**config.mk**
```make
export PLATFORM = sky130hd
export DESIGN_NAME = bus_arbiter_card_flat
export DESIGN_NICKNAME = d
export VERILOG_FILES = /design/src/rtl/bus_arbiter_card_pkg.sv /design/src/rtl/bus_arbiter_card_if.sv /design/src/rtl/bus_arbiter_card_rr_pick.sv /design/src/rtl/bus_arbiter_card.sv /design/src/flat_wrapper.sv
export SDC_FILE = /design/constraint.sdc
export NUM_CORES = 1
export LEC_CHECK = 0
export BUFFER_PORTS_ARGS = -buffer_cell sky130_fd_sc_hd__buf_2
export CORE_ASPECT_RATIO = 1.2
export CORE_UTILIZATION = 25
export CTS_BUF_LIST = sky130_fd_sc_hd__clkbuf_4 sky130_fd_sc_hd__clkbuf_8 sky130_fd_sc_hd__clkbuf_16
export CTS_CLUSTER_DIAMETER = 80
export DETAILED_ROUTE_END_ITERATION = 12
export GPL_TIMING_DRIVEN = 0
export SLEW_MARGIN = 20
export SYNTH_ARGS = -nofsm -noshare
export SYNTH_HDL_FRONTEND = slang
export SYNTH_HIERARCHICAL = 1
export SYNTH_SLANG_ARGS = --single-unit
```
**constraint.sdc**
```tcl
create_clock -name clk -period 3.5 [get_ports clk]
set_input_delay 0 -clock clk [delete_from_list [all_inputs] [get_ports clk]]
set_output_delay 0 -clock clk [all_outputs]
set_load 0.005 [all_outputs]
```
**src/rtl/bus_arbiter_card_pkg.sv**
```systemverilog
// Shared types and defaults for the backplane bus arbiter: FSM state encoding and a one-hot helper.
package bus_arbiter_card_pkg;

  localparam int ARB_NREQ_DEFAULT     = 4;
  localparam int ARB_MAX_HOLD_DEFAULT = 16;
  localparam int ARB_MAX_NREQ         = 8;

  typedef enum logic [1:0] {
    ARB_ST_IDLE  = 2'd0,
    ARB_ST_GRANT = 2'd1,
    ARB_ST_TURN  = 2'd2
  } arb_state_t;

  function automatic logic [ARB_MAX_NREQ-1:0] arb_onehot(input logic [2:0] idx);
    logic [ARB_MAX_NREQ-1:0] v;
    v      = '0;
    v[idx] = 1'b1;
    return v;
  endfunction

endpackage

```
**src/rtl/bus_arbiter_card_if.sv**
```systemverilog
// Backplane request/grant bundle; master modport is a bus-master card, slave modport is the arbiter.
interface bus_arbiter_card_if
  import bus_arbiter_card_pkg::*;
#(
  parameter int NREQ = ARB_NREQ_DEFAULT
);
  localparam int OWNER_W = $clog2(NREQ);

  logic [NREQ-1:0]    req;
  logic [NREQ-1:0]    lock;
  logic [NREQ-1:0]    gnt;
  logic [OWNER_W-1:0] owner;
  logic               owner_vld;
  logic               preempt;

  modport master (
    output req,
    output lock,
    input  gnt,
    input  owner,
    input  owner_vld,
    input  preempt
  );

  modport slave (
    input  req,
    input  lock,
    output gnt,
    output owner,
    output owner_vld,
    output preempt
  );

endinterface

```
**src/rtl/bus_arbiter_card_rr_pick.sv**
```systemverilog
// Combinational round-robin picker: first set req bit searching last+1, last+2, ... modulo NREQ.
module bus_arbiter_card_rr_pick #(
  parameter  int NREQ    = 4,
  localparam int OWNER_W = $clog2(NREQ)
) (
  input  logic [NREQ-1:0]    req,
  input  logic [OWNER_W-1:0] last,
  output logic [OWNER_W-1:0] winner,
  output logic               any
);

  always_comb begin
    logic [OWNER_W-1:0] idx;
    winner = '0;
    any    = 1'b0;
    idx    = '0;
    for (int i = 1; i <= NREQ; i++) begin
      idx = OWNER_W'((int'(last) + i) % NREQ);
      if (!any && req[idx]) begin
        winner = idx;
        any    = 1'b1;
      end
    end
  end

endmodule

```
**src/rtl/bus_arbiter_card.sv**
```systemverilog
// Round-robin backplane bus arbiter with held ownership and a one-cycle turnaround; grant 1 edge after IDLE request.
// Optional hold-limit preemption built when BUS_ARB_PREEMPT_EN is defined; otherwise grants last until release.
module bus_arbiter_card
  import bus_arbiter_card_pkg::*;
#(
  parameter int NREQ     = ARB_NREQ_DEFAULT,
  parameter int MAX_HOLD = ARB_MAX_HOLD_DEFAULT
) (
  input  logic              clk,
  input  logic              rst_n,
  bus_arbiter_card_if.slave bus
);

  localparam int OWNER_W = $clog2(NREQ);

  if (NREQ < 2 || NREQ > ARB_MAX_NREQ) begin : g_bad_nreq
    $error("bus_arbiter_card: NREQ must be within 2..8");
  end
  if (MAX_HOLD < 2 || MAX_HOLD > 255) begin : g_bad_max_hold
    $error("bus_arbiter_card: MAX_HOLD must be within 2..255");
  end

  arb_state_t         state;
  arb_state_t         state_nxt;
  logic [OWNER_W-1:0] last;
  logic [OWNER_W-1:0] last_nxt;
  logic [NREQ-1:0]    gnt;
  logic [NREQ-1:0]    gnt_nxt;
  logic [OWNER_W-1:0] owner;
  logic [OWNER_W-1:0] owner_nxt;
  logic               owner_vld;
  logic               owner_vld_nxt;
  logic               release_bus;

  logic [OWNER_W-1:0] pick_winner;
  logic               pick_any;

  bus_arbiter_card_rr_pick #(
    .NREQ (NREQ)
  ) u_rr_pick (
    .req    (bus.req),
    .last   (last),
    .winner (pick_winner),
    .any    (pick_any)
  );

`ifdef BUS_ARB_PREEMPT_EN
  localparam logic [7:0] HOLD_LAST = 8'(MAX_HOLD - 1);

  logic [7:0] hold_cnt;
  logic [7:0] hold_nxt;
  logic       preempt;
  logic       preempt_nxt;
  logic       others_req;

  // In GRANT, gnt is exactly the owner's bit, so masking it leaves the competing requesters.
  assign others_req = |(bus.req & ~gnt);
`else
  logic unused_lock;
  assign unused_lock = ^bus.lock;
`endif

  always_comb begin
    state_nxt     = state;
    last_nxt      = last;
    gnt_nxt       = gnt;
    owner_nxt     = owner;
    owner_vld_nxt = owner_vld;
    release_bus   = 1'b0;
`ifdef BUS_ARB_PREEMPT_EN
    hold_nxt      = hold_cnt;
    preempt_nxt   = 1'b0;
`endif
    unique case (state)
      ARB_ST_IDLE: begin
        if (pick_any) begin
          state_nxt     = ARB_ST_GRANT;
          gnt_nxt       = NREQ'(arb_onehot(3'(pick_winner)));
          owner_nxt     = pick_winner;
          owner_vld_nxt = 1'b1;
`ifdef BUS_ARB_PREEMPT_EN
          hold_nxt      = '0;
`endif
        end
      end
      ARB_ST_GRANT: begin
        if (!bus.req[owner]) begin
          release_bus = 1'b1;
`ifdef BUS_ARB_PREEMPT_EN
        end else if (hold_cnt == HOLD_LAST && others_req && !bus.lock[owner]) begin
          release_bus = 1'b1;
          preempt_nxt = 1'b1;
        end else if (hold_cnt != HOLD_LAST) begin
          // Saturate at the limit so preemption fires on the first later edge it is allowed.
          hold_nxt = hold_cnt + 8'd1;
`endif
        end
      end
      ARB_ST_TURN: begin
        state_nxt = ARB_ST_IDLE;
      end
      default: begin
        state_nxt     = ARB_ST_IDLE;
        gnt_nxt       = '0;
        owner_vld_nxt = 1'b0;
      end
    endcase

    if (release_bus) begin
      state_nxt     = ARB_ST_TURN;
      gnt_nxt       = '0;
      owner_vld_nxt = 1'b0;
      last_nxt      = owner;
    end
  end

  always_ff @(posedge clk) begin
    if (!rst_n) begin
      state     <= ARB_ST_IDLE;
      last      <= OWNER_W'(NREQ - 1);
      gnt       <= '0;
      owner     <= '0;
      owner_vld <= 1'b0;
    end else begin
      state     <= state_nxt;
      last      <= last_nxt;
      gnt       <= gnt_nxt;
      owner     <= owner_nxt;
      owner_vld <= owner_vld_nxt;
    end
  end

`ifdef BUS_ARB_PREEMPT_EN
  always_ff @(posedge clk) begin
    if (!rst_n) begin
      hold_cnt <= '0;
      preempt  <= 1'b0;
    end else begin
      hold_cnt <= hold_nxt;
      preempt  <= preempt_nxt;
    end
  end

  assign bus.preempt = preempt;
`else
  assign bus.preempt = 1'b0;
`endif

  assign bus.gnt       = gnt;
  assign bus.owner     = owner;
  assign bus.owner_vld = owner_vld;

endmodule

```
**src/flat_wrapper.sv**
```systemverilog
// flat-port wrapper written by rule: the top's interface ports become plain ports
module bus_arbiter_card_flat import bus_arbiter_card_pkg::*;
#(
  parameter int NREQ     = ARB_NREQ_DEFAULT,
  parameter int MAX_HOLD = ARB_MAX_HOLD_DEFAULT
)
  (clk, rst_n, bus_req, bus_lock, bus_gnt, bus_owner, bus_owner_vld, bus_preempt);
  bus_arbiter_card_if #(.NREQ(NREQ)) bus_i ();
  input  logic clk;
  input  logic rst_n;
  input wire logic [$bits(bus_i.req)-1:0] bus_req;
  input wire logic [$bits(bus_i.lock)-1:0] bus_lock;
  output wire logic [$bits(bus_i.gnt)-1:0] bus_gnt;
  output wire logic [$bits(bus_i.owner)-1:0] bus_owner;
  output wire logic [$bits(bus_i.owner_vld)-1:0] bus_owner_vld;
  output wire logic [$bits(bus_i.preempt)-1:0] bus_preempt;
  assign bus_i.req = bus_req;
  assign bus_i.lock = bus_lock;
  assign bus_gnt = bus_i.gnt;
  assign bus_owner = bus_i.owner;
  assign bus_owner_vld = bus_i.owner_vld;
  assign bus_preempt = bus_i.preempt;
  bus_arbiter_card #(.NREQ(NREQ), .MAX_HOLD(MAX_HOLD)) u_core (.clk(clk), .rst_n(rst_n), .bus(bus_i));
endmodule
```
**After elaboration in Yosys (flattened, before gate mapping)**

Cells that the tools add are included.

- Word-level logic and storage cells: 68
- Output and inout bits: 8
- Bits in registers: 11
- Input bits: 10

- Equal/unequal tests: 5
- $lt $le $gt $ge: 7
- Reduce and logical (&&, ||, !) cells: 14
- Add/subtract/negate cells: 4
- Mux-type cells: 29
- Bitwise operators: 3

Operators with widths:

| kind | number |
|---|---|
| 2-bit by 3-bit less-than comparator with 1-bit output (second input constant) | 5 |
| 1-bit 2-to-1 mux | 13 |
| 2-bit 2-to-1 mux | 6 |
| 1-bit binary-select mux with 2-bit select | 5 |
| 4-bit case mux with 2 select lines | 1 |
| 2-bit AND reduction | 4 |
| 2-bit by 1-bit adder with 2-bit output (second input constant) | 2 |
| 2-bit adder (second input constant) | 2 |
| 1-bit logical AND | 4 |
| 2-bit by 4-bit less-than comparator with 1-bit output (second input constant) | 1 |
| 4-bit 2-to-1 mux | 1 |
| 2-bit by 1-bit != test with 1-bit output (second input constant) | 2 |
| 2-bit case mux with 2 select lines | 1 |
| 2-bit OR reduction | 2 |
| 1-bit zero test | 3 |
| 3-bit by 1-bit != test with 1-bit output (second input constant) | 1 |
| 1-bit inverter | 3 |
| 1-bit demux with 2-bit select | 1 |
| 2-bit by 1-bit == test with 1-bit output (second input constant) | 1 |
| 2-bit == test (second input constant) | 1 |
| 2-bit by 1-bit >= comparator with 1-bit output (second input constant) | 1 |
| 2-bit zero test | 1 |
| 1-bit case mux with 2 select lines | 1 |

**Longest topological paths before layout**

Gate-level depths: netlist of run 1.

- Word-level depth: 19
- Gate-level depth with buffers: 6

**Cells and area by module**

Netlist of run 1, hierarchy kept.

Modules (own cells, without submodules):

| module | area each (µm²) | seq. area each (µm²) | cells each | times used |
|---|---|---|---|---|
| bus_arbiter_card | 615.6 | 220.2 | 65 | 1 |
| bus_arbiter_card_rr_pick | 91.3 | 0.0 | 14 | 1 |

**Worst setup path after synthesis of run 1**

OpenSTA, ideal clock, no wires.

- Kind: flip-flop to flip-flop
- Start: register u_core.state[1]
- End: register u_core.owner_vld, in the netlist u_core/bus.owner_vld
- Setup slack: 2.194 ns
- Stages on the path, launching flop included: 6
- Arrival time: 1.181 ns
- Buffers on the path: 0
- Library setup time: 0.125 ns
- Path through: dfxtp_1 -> inv_1 -> ha_1 -> or2b_1 -> o221ai_4 -> nor2_2

- Cells in the longest elaborated chain, start to end: 4

Ends and longest elaborated chain:

| what | line | RTL |
|---|---|---|
| start: declaration | bus_arbiter_card.sv:23 | `arb_state_t state;` |
| start signal: assignment | bus_arbiter_card.sv:125 | `state <= state_nxt;` |
| 2-bit == test / 2-bit by 1-bit == test with 1-bit output (equally long branches) | bus_arbiter_card.sv:74 | `unique case (state)` |
| 2-bit OR reduction (no line) | - |  |
| 1-bit inverter (no line) | - |  |
| 2-bit AND reduction (no line) | - |  |
| end signal: assignment | bus_arbiter_card.sv:129 | `owner_vld <= owner_vld_nxt;` |
| end: declaration | bus_arbiter_card.sv:31 | `logic owner_vld;` |

Parallel ways exist; a longest one is shown, timed or not.
A chain may end at the register's enable or synchronous reset.

**Worst setup path after layout of run 1**

- Start: register u_core.last[1]
- End: register u_core.gnt[1], in the netlist u_core/bus.gnt[1]

- Cells in the longest elaborated chain, start to end: 19

Ends and longest elaborated chain:

| what | line | RTL |
|---|---|---|
| start: declaration | bus_arbiter_card.sv:25 | `logic [OWNER_W-1:0] last;` |
| start signal: assignment | bus_arbiter_card.sv:120 | `last <= OWNER_W'(NREQ - 1);` |
| start signal: assignment | bus_arbiter_card.sv:126 | `last <= last_nxt;` |
| 2-bit by 1-bit adder with 2-bit output | bus_arbiter_card_rr_pick.sv:18 | `idx = OWNER_W'((int'(last) + i) % NREQ);` |
| 1-bit binary-select mux with 2-bit select | bus_arbiter_card_rr_pick.sv:19 | `if (!any && req[idx]) begin` |
| 1-bit 2-to-1 mux (implied by the code) | bus_arbiter_card_rr_pick.sv:19 |  |
| 1-bit 2-to-1 mux | bus_arbiter_card_rr_pick.sv:19 |  |
| 1-bit zero test | bus_arbiter_card_rr_pick.sv:19 |  |
| 1-bit logical AND | bus_arbiter_card_rr_pick.sv:19 |  |
| 1-bit 2-to-1 mux | bus_arbiter_card_rr_pick.sv:19 |  |
| 1-bit zero test | bus_arbiter_card_rr_pick.sv:19 |  |
| [... 4 more ...] | - |  |
| 2-bit 2-to-1 mux * | bus_arbiter_card_rr_pick.sv:19 |  |
| named net u_core.pick_winner[1] | bus_arbiter_card.sv:35 | `logic [OWNER_W-1:0] pick_winner;` |
| 2-bit by 4-bit less-than comparator with 1-bit output (implied by the code) / 2-bit by 1-bit >= comparator with 1-bit output (equally long branches) | bus_arbiter_card_pkg.sv:17 | `v[idx] = 1'b1;` |
| 1-bit logical AND (implied by the code) | bus_arbiter_card_pkg.sv:17 |  |
| 1-bit 2-to-1 mux (implied by the code) | bus_arbiter_card_pkg.sv:17 |  |
| 1-bit demux with 2-bit select * | - |  |
| 4-bit 2-to-1 mux * | bus_arbiter_card.sv:76 | `if (pick_any) begin` |
| 4-bit case mux with 2 select lines * | bus_arbiter_card.sv:74 |  |
| end signal: assignment | bus_arbiter_card.sv:127 | `gnt <= gnt_nxt;` |
| end: declaration | bus_arbiter_card.sv:27 | `logic [NREQ-1:0] gnt;` |

The timed path passes the listed nets; every way through them passes the cells marked *. The select of a mux whose other input is x is not followed.

==> results.txt, run 1 <==
Routed len/inst: 11.6 um
Layout cells sized above 1: 0.323
Drt drc: 0
Number of global-route vias before repair: 600
Routed vias/inst: 4.84
Seq. cell area: 220 um2
Clk sinks: 11
Top cell type by total area after synthesis: dfxtp_1
Root Buffer: clkbuf_4
Synth unique cells: 34
Clock buffer depth: 2
IO Port Bufs: 12
# diodes: 0
Drt first pass iters: 2
DP HPWL: 1140 um
CTS H-Tree Depth: 1
Final Hold Viols: 0
Cell depth of the worst hold path: 3
Die footprint: 3050 um2
Pre-CTS worst setup slack: 2040 ps
IR drop worst, VDD: 359 uV
Final setup margin: 2000 ps
Number of synthesized flops with an enable pin: 0
Initial Utilization: 0.272
Most frequent cells in the layout: buf_2, nand2_1, dfxtp_1
Post CTS Setup Buffer Count: 0
Async set-reset flop share out of synthesis: 0
Simple-gate portion of the synthesized area: 0.264
CP arrival: 1710 ps
Crit path required time: 3700 ps
Post-cts sizing count: 0
GRT Util Overall: 0.113
Placer Congestion: 0.730
Fillers: 290
Clock Latency Late Sink: 270 ps
FF-to-FF path depth: 6
Leakage: 0.332 nW
DIE HEIGHT: 60.3 um
Critical path class: flop to flop
CP max FO: 7
Pin count of the biggest net entering global routing: 11
Critical Path Source Type: flop
Max Cap Violations: 0
DR iter-0 viols: 2
Final setup TNS: 0 ps
Clock Skew: 3.90 ps
Sequential area share after synthesis: 0.312
Post-CTS Hold Buffers: 1
Max frequency: 664 MHz
Final min period: 1500 ps
Main area contributors after synthesis: dfxtp_1, a31oi_2, nand2_1
Overflow left after global routing: 0
Final Cycle Share: 0.430
Initial antenna violation count: 0
Die width: 50.5 um
Boundary Pins: 18
Synthesized instance count: 79
Via Count: 624
Multi-input logic area: 454 um2
Min-Delay Path Class: primary input to flop
Dpl cell area: 808 um2
CP Capture Type: flop
Cts bufs inserted: 3
Worst hold margin: 165 ps
Row cnt: 20
Syn Nets: 91
Final layout net count: 109
Post-synthesis compound-gate area fraction: 0.281
Status: finished, final reports clean
Synth warn: 6
CTS tree: yes
Mux cell area share after synthesis: 0.0566
RSZ-0062 raised after global routing: false
Synth Flop Type: dfxtp_1
Worst-path clk slew: 70 ps
Mapped cell area: 707 um2
Final ANT Viol Nets: 0
Area delta synth->final: 20.0%
Most common cell after layout, fill and taps aside: buf_2
First-pass GRT wire length: 2580 um
Adder-cell share of the synthesized area: 0.0354
Pwr Density: 655 nW/um2
FF+latch count, synth: 11
Largest family of logic cells by synthesized area: compound AO/OA/AOI/OAI gates
Fin area: 848 um2
Final setup violation count: 0
Max Slew Vio Count: 0
Yosys top cell area share: 0.312
Post-Synth XOR/XNOR Area: 0
Final WL: 1500 um
Mean Syn Cell Area: 8.95 um2
Core Footprint: 2600 um2
Overall power: 0.000556 W
==> area by class of cell <==
cell class	count	area share
multi-input combinational	61	0.535
timing repair buffer	13	0.0826
buffer	3	0.0206
sequential	11	0.260
clock buffer	4	0.0354
inverter	4	0.0177
tap	33	0.0487
==> synth_stat cells (3+ instances only) <==
cell type,count
nand2_1,11
nor2b_1,4
nand2b_1,3
dfxtp_1,11
nand3_1,4
inv_1,4
nand3b_1,4
a31oi_2,4
==> per-layer routing <==
metal,up-vias,part of all wire,GRT usage
met4,0,0.0094,0.0714
met1,294,0.49,0.136
met3,2,0.038,0.0153
li1,318,-,-
met2,10,0.46,0.190
met5,-,0,0
==> where the power goes <==
part	internal [W]	switching, W	leakage (nW)	total (W)
logic	0.000118	0.000149	0.223	0.000267
clock network	0.0000518	0.0000438	0.0184	0.0000956
registers	0.000161	0.0000320	0.0902	0.000193
total	0.000331	0.000225	0.332	0.000556
==> critical path: stages (launching register included) <==
cell	delay, ps
dfxtp_1	440
a21oi_1	100
a31oi_1	170
a21oi_1	130
nor3b_1	290
nand3_1	140
a31oi_2	170
==> worst paths after layout <==
check                   from                 to  slack (ps)
min               bus_req[2]     u_core/last[1]         160
max           u_core/last[1]  u_core/bus.gnt[1]        2000
min reg2reg  u_core/state[1]    u_core/state[1]         500
max reg2reg   u_core/last[1]  u_core/bus.gnt[1]        2000
==> state kept, by name, summed over array words and instances, names as in the netlist <==
register and flops:
u_core/state 2, u_core/bus.owner_vld 1, u_core/bus.owner 2, u_core/bus.gnt 4
u_core/last 2
==> stage by stage <==
stage,cells,utilization
2_1_floorplan,79,-
3_3_place_gp,124,0.311
3_5_place_dp,124,0.311
4_1_cts,129,0.326
5_1_grt,129,0.326
6_report,129,0.326
==> logic make-up after synthesis <==
| kind of cell | count (synthesis) |
|---|---|
| AOI/OAI and AO/OA | 21 |
| adders and majority gates | 2 |
| buffers and inverters | 7 |
| DFF | 11 |
| muxes | 3 |
| other | 1 |
| and+or+nand+nor | 34 |
(Power assumes the default switching activity.)
==> run 2, diff against run 1 <==
clock period = 1.5 ns   (was 3.5 ns; I/O delays follow)
==> run 2 against run 1 <==
  * Die area is the same
  * Sequential share of layout area shrank 0.28 points
  * Via count shrank 1.6%
  * Final cell count is the same
  * Combinational power grew to 2.5 times the previous value
  * Routed wire length grew 4.3%
  * Register-to-register slack lost 1900 ps
  * Global-route usage is the same
  * Maximum frequency grew 6.9%
  * Setup slack lost 1900 ps
  * Critical endpoint is now u_core/bus.owner_vld
  * First-iteration DRC count grew 50%
  * Clock-buffer cell count is the same
==> results.txt, run 2 (synthesized netlist as in run 1, its figures left out) <==
Status: finished, final reports clean
Pin count of the biggest net entering global routing: 11 (unchanged)
Pwr Density: 1550 nW/um2 (+140%)
Final Cycle Share: 0.938 (+0.508)
Max Cap Violations: 0 (unchanged)
Layout cells sized above 1: 0.375 (+0.0521)
First-pass GRT wire length: 2580 um (unchanged)
Overall power: 0.00135 W (+140%)
Die footprint: 3050 um2 (unchanged)
Switch share: 0.403 (-0.00118)
DR iter-0 viols: 3 (+1)
Area delta synth->final: 23.4%
Worst hold margin: 157 ps (-8.17 ps)
Root Buffer: clkbuf_4
Leakage: 0.335 nW (+0.87%)
Drt drc: 0 (unchanged)
CP arrival: 1560 ps (-150 ps)
Fin area: 872 um2 (+2.8%)
Most frequent cells in the layout: buf_2, nand2_1, dfxtp_1
Final min period: 1410 ps (-97.3 ps)
Combinational share of power: 0.499 (+0.019)
IO Port Bufs: 12 (unchanged)
Final WL: 1560 um (+4.3%)
DP HPWL: 1140 um (unchanged)
Final Hold Viols: 0 (unchanged)
Clock Skew: 5.75 ps (+1.85 ps)
Most common cell after layout, fill and taps aside: buf_2
Dpl cell area: 808 um2 (unchanged)
IR drop worst, VDD: 842 uV (+130%)
FF-to-FF path depth: 5 (-1)
Flop pwr share: 0.337 (-0.011)
Initial antenna violation count: 0 (unchanged)
Non-filler cells, final: 129 (unchanged)
Placed insts: 124 (unchanged)
CTS H-Tree Depth: 1 (unchanged)
Final ANT Viol Nets: 0 (unchanged)
Routed len/inst: 12.1 um (+4.3%)
Number of flip-flops under the largest register name: 4 (unchanged)
Min-Delay Path Class: primary input to flop
Crit path required time: 1650 ps (-2050 ps)
RSZ-0062 raised after global routing: false
Sw power: 0.000546 W (+140%)
CP Capture Type: flop
Final setup TNS: 0 ps (unchanged)
Worst-path clk slew: 70 ps (about the same)
Placer Congestion: 0.730 (unchanged)
Internal Power: 0.000808 W (+140%)
Cell depth of the worst hold path: 3 (unchanged)
Clock buffer depth: 2 (unchanged)
Slowest Stage Delay on Critical Path: 310 ps (-130 ps)
Max Slew Vio Count: 0 (unchanged)
Clock Power Share: 0.164 (-0.008)
Die width: 50.5 um (unchanged)
Core Footprint: 2600 um2 (unchanged)
CP Cell Sequence: inv_1, ha_2, or2b_1, o221ai_4, nor2_2
Via Count: 614 (-1.6%)
Number of global-route vias before repair: 600 (unchanged)
Row cnt: 20 (unchanged)
# diodes: 0 (unchanged)
Clock Latency Late Sink: 270 ps (about the same)
Final layout net count: 109 (unchanged)
Max frequency: 710 MHz (+6.9%)
Critical path class: flop to flop
Cts bufs inserted: 3 (unchanged)
Final setup violation count: 0 (unchanged)
Boundary Pins: 18 (unchanged)
Biggest register: u_core/bus.gnt
Overflow left after global routing: 0 (unchanged)
Fillers: 291 (+0.34%)
Critical Path Source Type: flop
CTS tree: yes
Routed vias/inst: 4.76 (-1.6%)
Initial Utilization: 0.272 (unchanged)
DIE HEIGHT: 60.3 um (unchanged)
Clk sinks: 11 (unchanged)
Drt first pass iters: 3 (+1)
Worst path slowest cell: dfxtp_1
CP max FO: 6 (-1)
GRT Util Overall: 0.113 (unchanged)
==> run 2: repair_timing <==
| item | in CTS | in global routing |
|---|---|---|
| hold buffers | 1 | 0 |
| endpoints found under the hold margin | 2 | 0 |
| buffers inserted | 0 | 0 |
| gates resized for setup | 0 | 7 |
| setup endpoints to repair | 0 | 7 |
==> run 2: area by class of cell <==
cell class                      instances  area [um2]  share of cell area
Multi-Input combinational cell         61         474               0.544
Sequential cell                        11         224               0.257
Timing Repair Buffer                   13        70.1              0.0803
Tap cell                               33        41.3              0.0473
Clock buffer                            4        30.0              0.0344
Buffer                                  3        17.5              0.0201
Inverter                                4        15.0              0.0172
==> run 2: critical path: cells and delay by family, from the launching register on <==
family                     cells  cell delay (ps)
AOI/OAI and AO/OA              1              310
adders and majority gates      1              210
buffers and inverters          1               80
DFF                            1              310
and+or+nand+nor                2              370
==> run 2: power groups by stage <==
stage | Clock, W | Combinational [W] | Sequential (W)
after floorplan | 0 | 0.000464 | 0.000450
after CTS | 0.000232 | 0.000628 | 0.000451
after detailed placement | 0 | 0.000622 | 0.000456
after global routing | 0.000242 | 0.000749 | 0.000470
after global placement | 0 | 0.000602 | 0.000453
final | 0.000223 | 0.000675 | 0.000456
==> run 2: per-layer routing <==
metal | wire length (um) | track usage
met1 | 756 | 0.136
met2 | 731 | 0.190
met3 | 57 | 0.0153
met4 | 14 | 0.0714
met5 | 0 | 0
==> run 2: per-stage QoR <==
stage               setup WS (ps)  utilization
floorplan                     194            -
global placement             77.0        0.311
detailed placement           36.4        0.311
CTS                          1.73        0.326
global route               0.0583        0.335
finish                       92.3        0.335
==> run 2: final timing paths <==
| check | slack, ps | end | start |
|---|---|---|---|
| worst min register to register | 490 | u_core/state[1] | u_core/state[1] |
| worst max register to register | 90 | u_core/bus.owner_vld | u_core/state[1] |
| worst max-delay path | 90 | u_core/bus.owner_vld | u_core/state[1] |
| worst min-delay path | 160 | u_core/last[1] | bus_req[2] |
==> run 3, diff against run 2 <==
==> constraint.sdc (replaced) <==
create_clock -name clk -period 1.5 [get_ports clk]
set_input_delay 0.225 -clock clk [delete_from_list [all_inputs] [get_ports clk]]
set_output_delay 0.225 -clock clk [all_outputs]
set_load 0.005 [all_outputs]
==> run 3 against run 2 <==
  * Core utilization shrank 0.38 points
  * Global-route usage is the same
  * First-iteration DRC count is the same
  * Register-to-register slack is essentially flat
  * Largest cell class unchanged
  * Flip-flop and latch count is the same
  * Clock skew is essentially flat
  * Sequential power is essentially flat
  * Sequential share of layout area grew 0.30 points
  * Routed wire length shrank 0.90%
==> results.txt, run 3 (synthesized netlist as in run 1, its figures left out) <==
Layout cells sized above 1: 0.379 (+0.00395)
Root Buffer: clkbuf_4
CTS H-Tree Depth: 1 (unchanged)
Reg2reg start: u_core/state[1]
Biggest register: u_core/bus.gnt
Combinational share of power: 0.497 (-0.002)
Via Count: 617 (+0.49%)
Final setup margin: 89.6 ps (-2.77 ps)
Placer Congestion: 0.730 (unchanged)
Final layout net count: 108 (-0.92%)
Final WL: 1550 um (-0.90%)
CP Capture Type: flop
Flop pwr share: 0.338 (about the same)
DIE HEIGHT: 60.3 um (unchanged)
CP max FO: 6 (unchanged)
RSZ-0062 raised after global routing: false
IO Port Bufs: 12 (unchanged)
Max Slew Vio Count: 0 (unchanged)
CP arrival: 1560 ps (about the same)
Sw power: 0.000546 W (about the same)
FF-to-FF path depth: 5 (unchanged)
Crit path required time: 1650 ps (about the same)
Pin count of the biggest net entering global routing: 11 (unchanged)
Hold endpoint: u_core/last[0]
Post-CTS Hold Buffers: 0 (-1)
Routed len/inst: 12.1 um (-0.12%)
Die footprint: 3050 um2 (unchanged)
Final setup TNS: 0 ps (unchanged)
Clock buffer depth: 2 (unchanged)
First-pass GRT wire length: 2580 um (unchanged)
CP Cell Sequence: inv_1, ha_2, or2b_1, o221ai_4, nor2_2
Clock Latency Late Sink: 270 ps (about the same)
Dpl cell area: 808 um2 (unchanged)
Worst path slowest cell: dfxtp_1
Max frequency: 709 MHz (-0.20%)
Most common cell after layout, fill and taps aside: buf_2
Die width: 50.5 um (unchanged)
Boundary Pins: 18 (unchanged)
IR drop worst, VDD: 845 uV (+0.38%)
Most frequent cells in the layout: buf_2, nand2_1, dfxtp_1
Critical Path Source Type: flop
Drt drc: 0 (unchanged)
Overall power: 0.00135 W (-0.12%)
Final Hold Viols: 0 (unchanged)
Row cnt: 20 (unchanged)
DP HPWL: 1140 um (unchanged)
Min-Delay Path Class: primary input to flop
Final setup violation count: 0 (unchanged)
Non-filler cells, final: 128 (-0.78%)
Crit path max-delay family: simple AND/OR/NAND/NOR gates
Number of global-route vias before repair: 600 (unchanged)
Status: finished, final reports clean
Initial Utilization: 0.272 (unchanged)
Initial antenna violation count: 0 (unchanged)
Buf+Inv Stages, Crit Path: 1 (unchanged)
Slowest Stage Delay on Critical Path: 310 ps (about the same)
Final Cycle Share: 0.940 (+0.00185)
CTS tree: yes
Clock Skew: 5.38 ps (-0.369 ps)
Cell depth of the worst hold path: 2 (-1)
Leakage: 0.331 nW (-1.2%)
Hold Startpoint: rst_n
Clock Power Share: 0.165 (about the same)
GRT Util Overall: 0.113 (unchanged)
Overflow left after global routing: 0 (unchanged)
Final ANT Viol Nets: 0 (unchanged)
Placed insts: 124 (unchanged)
Core Footprint: 2600 um2 (unchanged)
Drt first pass iters: 3 (unchanged)
Cts bufs inserted: 3 (unchanged)
Max Cap Violations: 0 (unchanged)
Fin area: 862 um2 (-1.1%)
Worst-path clk slew: 70 ps (about the same)
Critical path class: flop to flop
DR iter-0 viols: 3 (unchanged)
Switch share: 0.404 (+0.000553)
Internal Power: 0.000807 W (-0.21%)
Number of flip-flops under the largest register name: 4 (unchanged)
R2R Path End: u_core/bus.owner_vld
Area delta synth->final: 21.9%
# diodes: 0 (unchanged)
Routed vias/inst: 4.82 (+1.3%)
Pre-CTS worst setup slack: 36.4 ps (unchanged)
R2R Setup Slk: 90 ps (about the same)
Fillers: 291 (unchanged)
Clk sinks: 11 (unchanged)
Final min period: 1410 ps (+2.77 ps)
Pwr Density: 1570 nW/um2 (+1.0%)
[run 3: cell types whose count changed in the layout (fill, tap and decap cells not counted)]
cell | previous run | this run
dlygate4sd3_1 | 1 | 0
[run 3: through the flow]
| step | util | hold WS [ps] |
|---|---|---|
| global route | 0.331 | 210 |
| global placement | 0.311 | 468 |
| finish | 0.331 | 202 |
| CTS | 0.322 | 195 |
| detailed placement | 0.311 | 474 |
| floorplan | - | 290 |
[run 3: repair_timing]
item / 4_1_cts / 5_1_grt
resized for setup: 0 / 7
setup endpoints to repair: 0 / 7
hold endpoints to repair: 0 / 0
buffers inserted: 0 / 0
[run 3: layer usage]
layer  vias to the layer above  GRT usage  share of wire
li1                        315          -              -
met2                        10      0.189           0.46
met4                         0     0.0714         0.0091
met3                         2     0.0153          0.036
met1                       290      0.137           0.49
met5                         -          0              0
[run 3: final cells by class]
class | instances | area [um2] | area share
multi-input cells | 61 | 474 | 0.550
flip-flops and latches | 11 | 224 | 0.260
repair buffers | 12 | 60.1 | 0.0697
well taps | 33 | 41.3 | 0.0479
clock buffers | 4 | 30.0 | 0.0348
plain buffers | 3 | 17.5 | 0.0203
inverters | 4 | 15.0 | 0.0174
[run 3: power groups by stage]
stage	registers (W)	logic, W	clock network (W)
6_report	0.000457	0.000673	0.000223
5_1_grt	0.000470	0.000747	0.000242
4_1_cts	0.000451	0.000626	0.000232
3_5_place_dp	0.000456	0.000622	0
3_3_place_gp	0.000453	0.000602	0
2_1_floorplan	0.000450	0.000464	0
[run 3: worst max path at each step]
stage                               start              endpoint  slack (ps)  depth (start not counted)
final                     u_core/state[1]  u_core/bus.owner_vld          90                          5
after global routing      u_core/state[1]       u_core/state[0]        0.06                          5
after CTS                  u_core/last[1]     u_core/bus.gnt[1]           2                          6
after detailed placement   u_core/last[1]     u_core/bus.gnt[1]          40                          6
after global placement    u_core/state[0]     u_core/bus.gnt[1]          80                          5
after floorplan           u_core/state[1]  u_core/bus.owner_vld         190                          5
[run 3: worst reg2reg max path: stages, from the launching register on]
cell      delay (ps)
dfxtp_1          310
inv_1             80
ha_2             210
or2b_1           300
o221ai_4         310
nor2_2            70
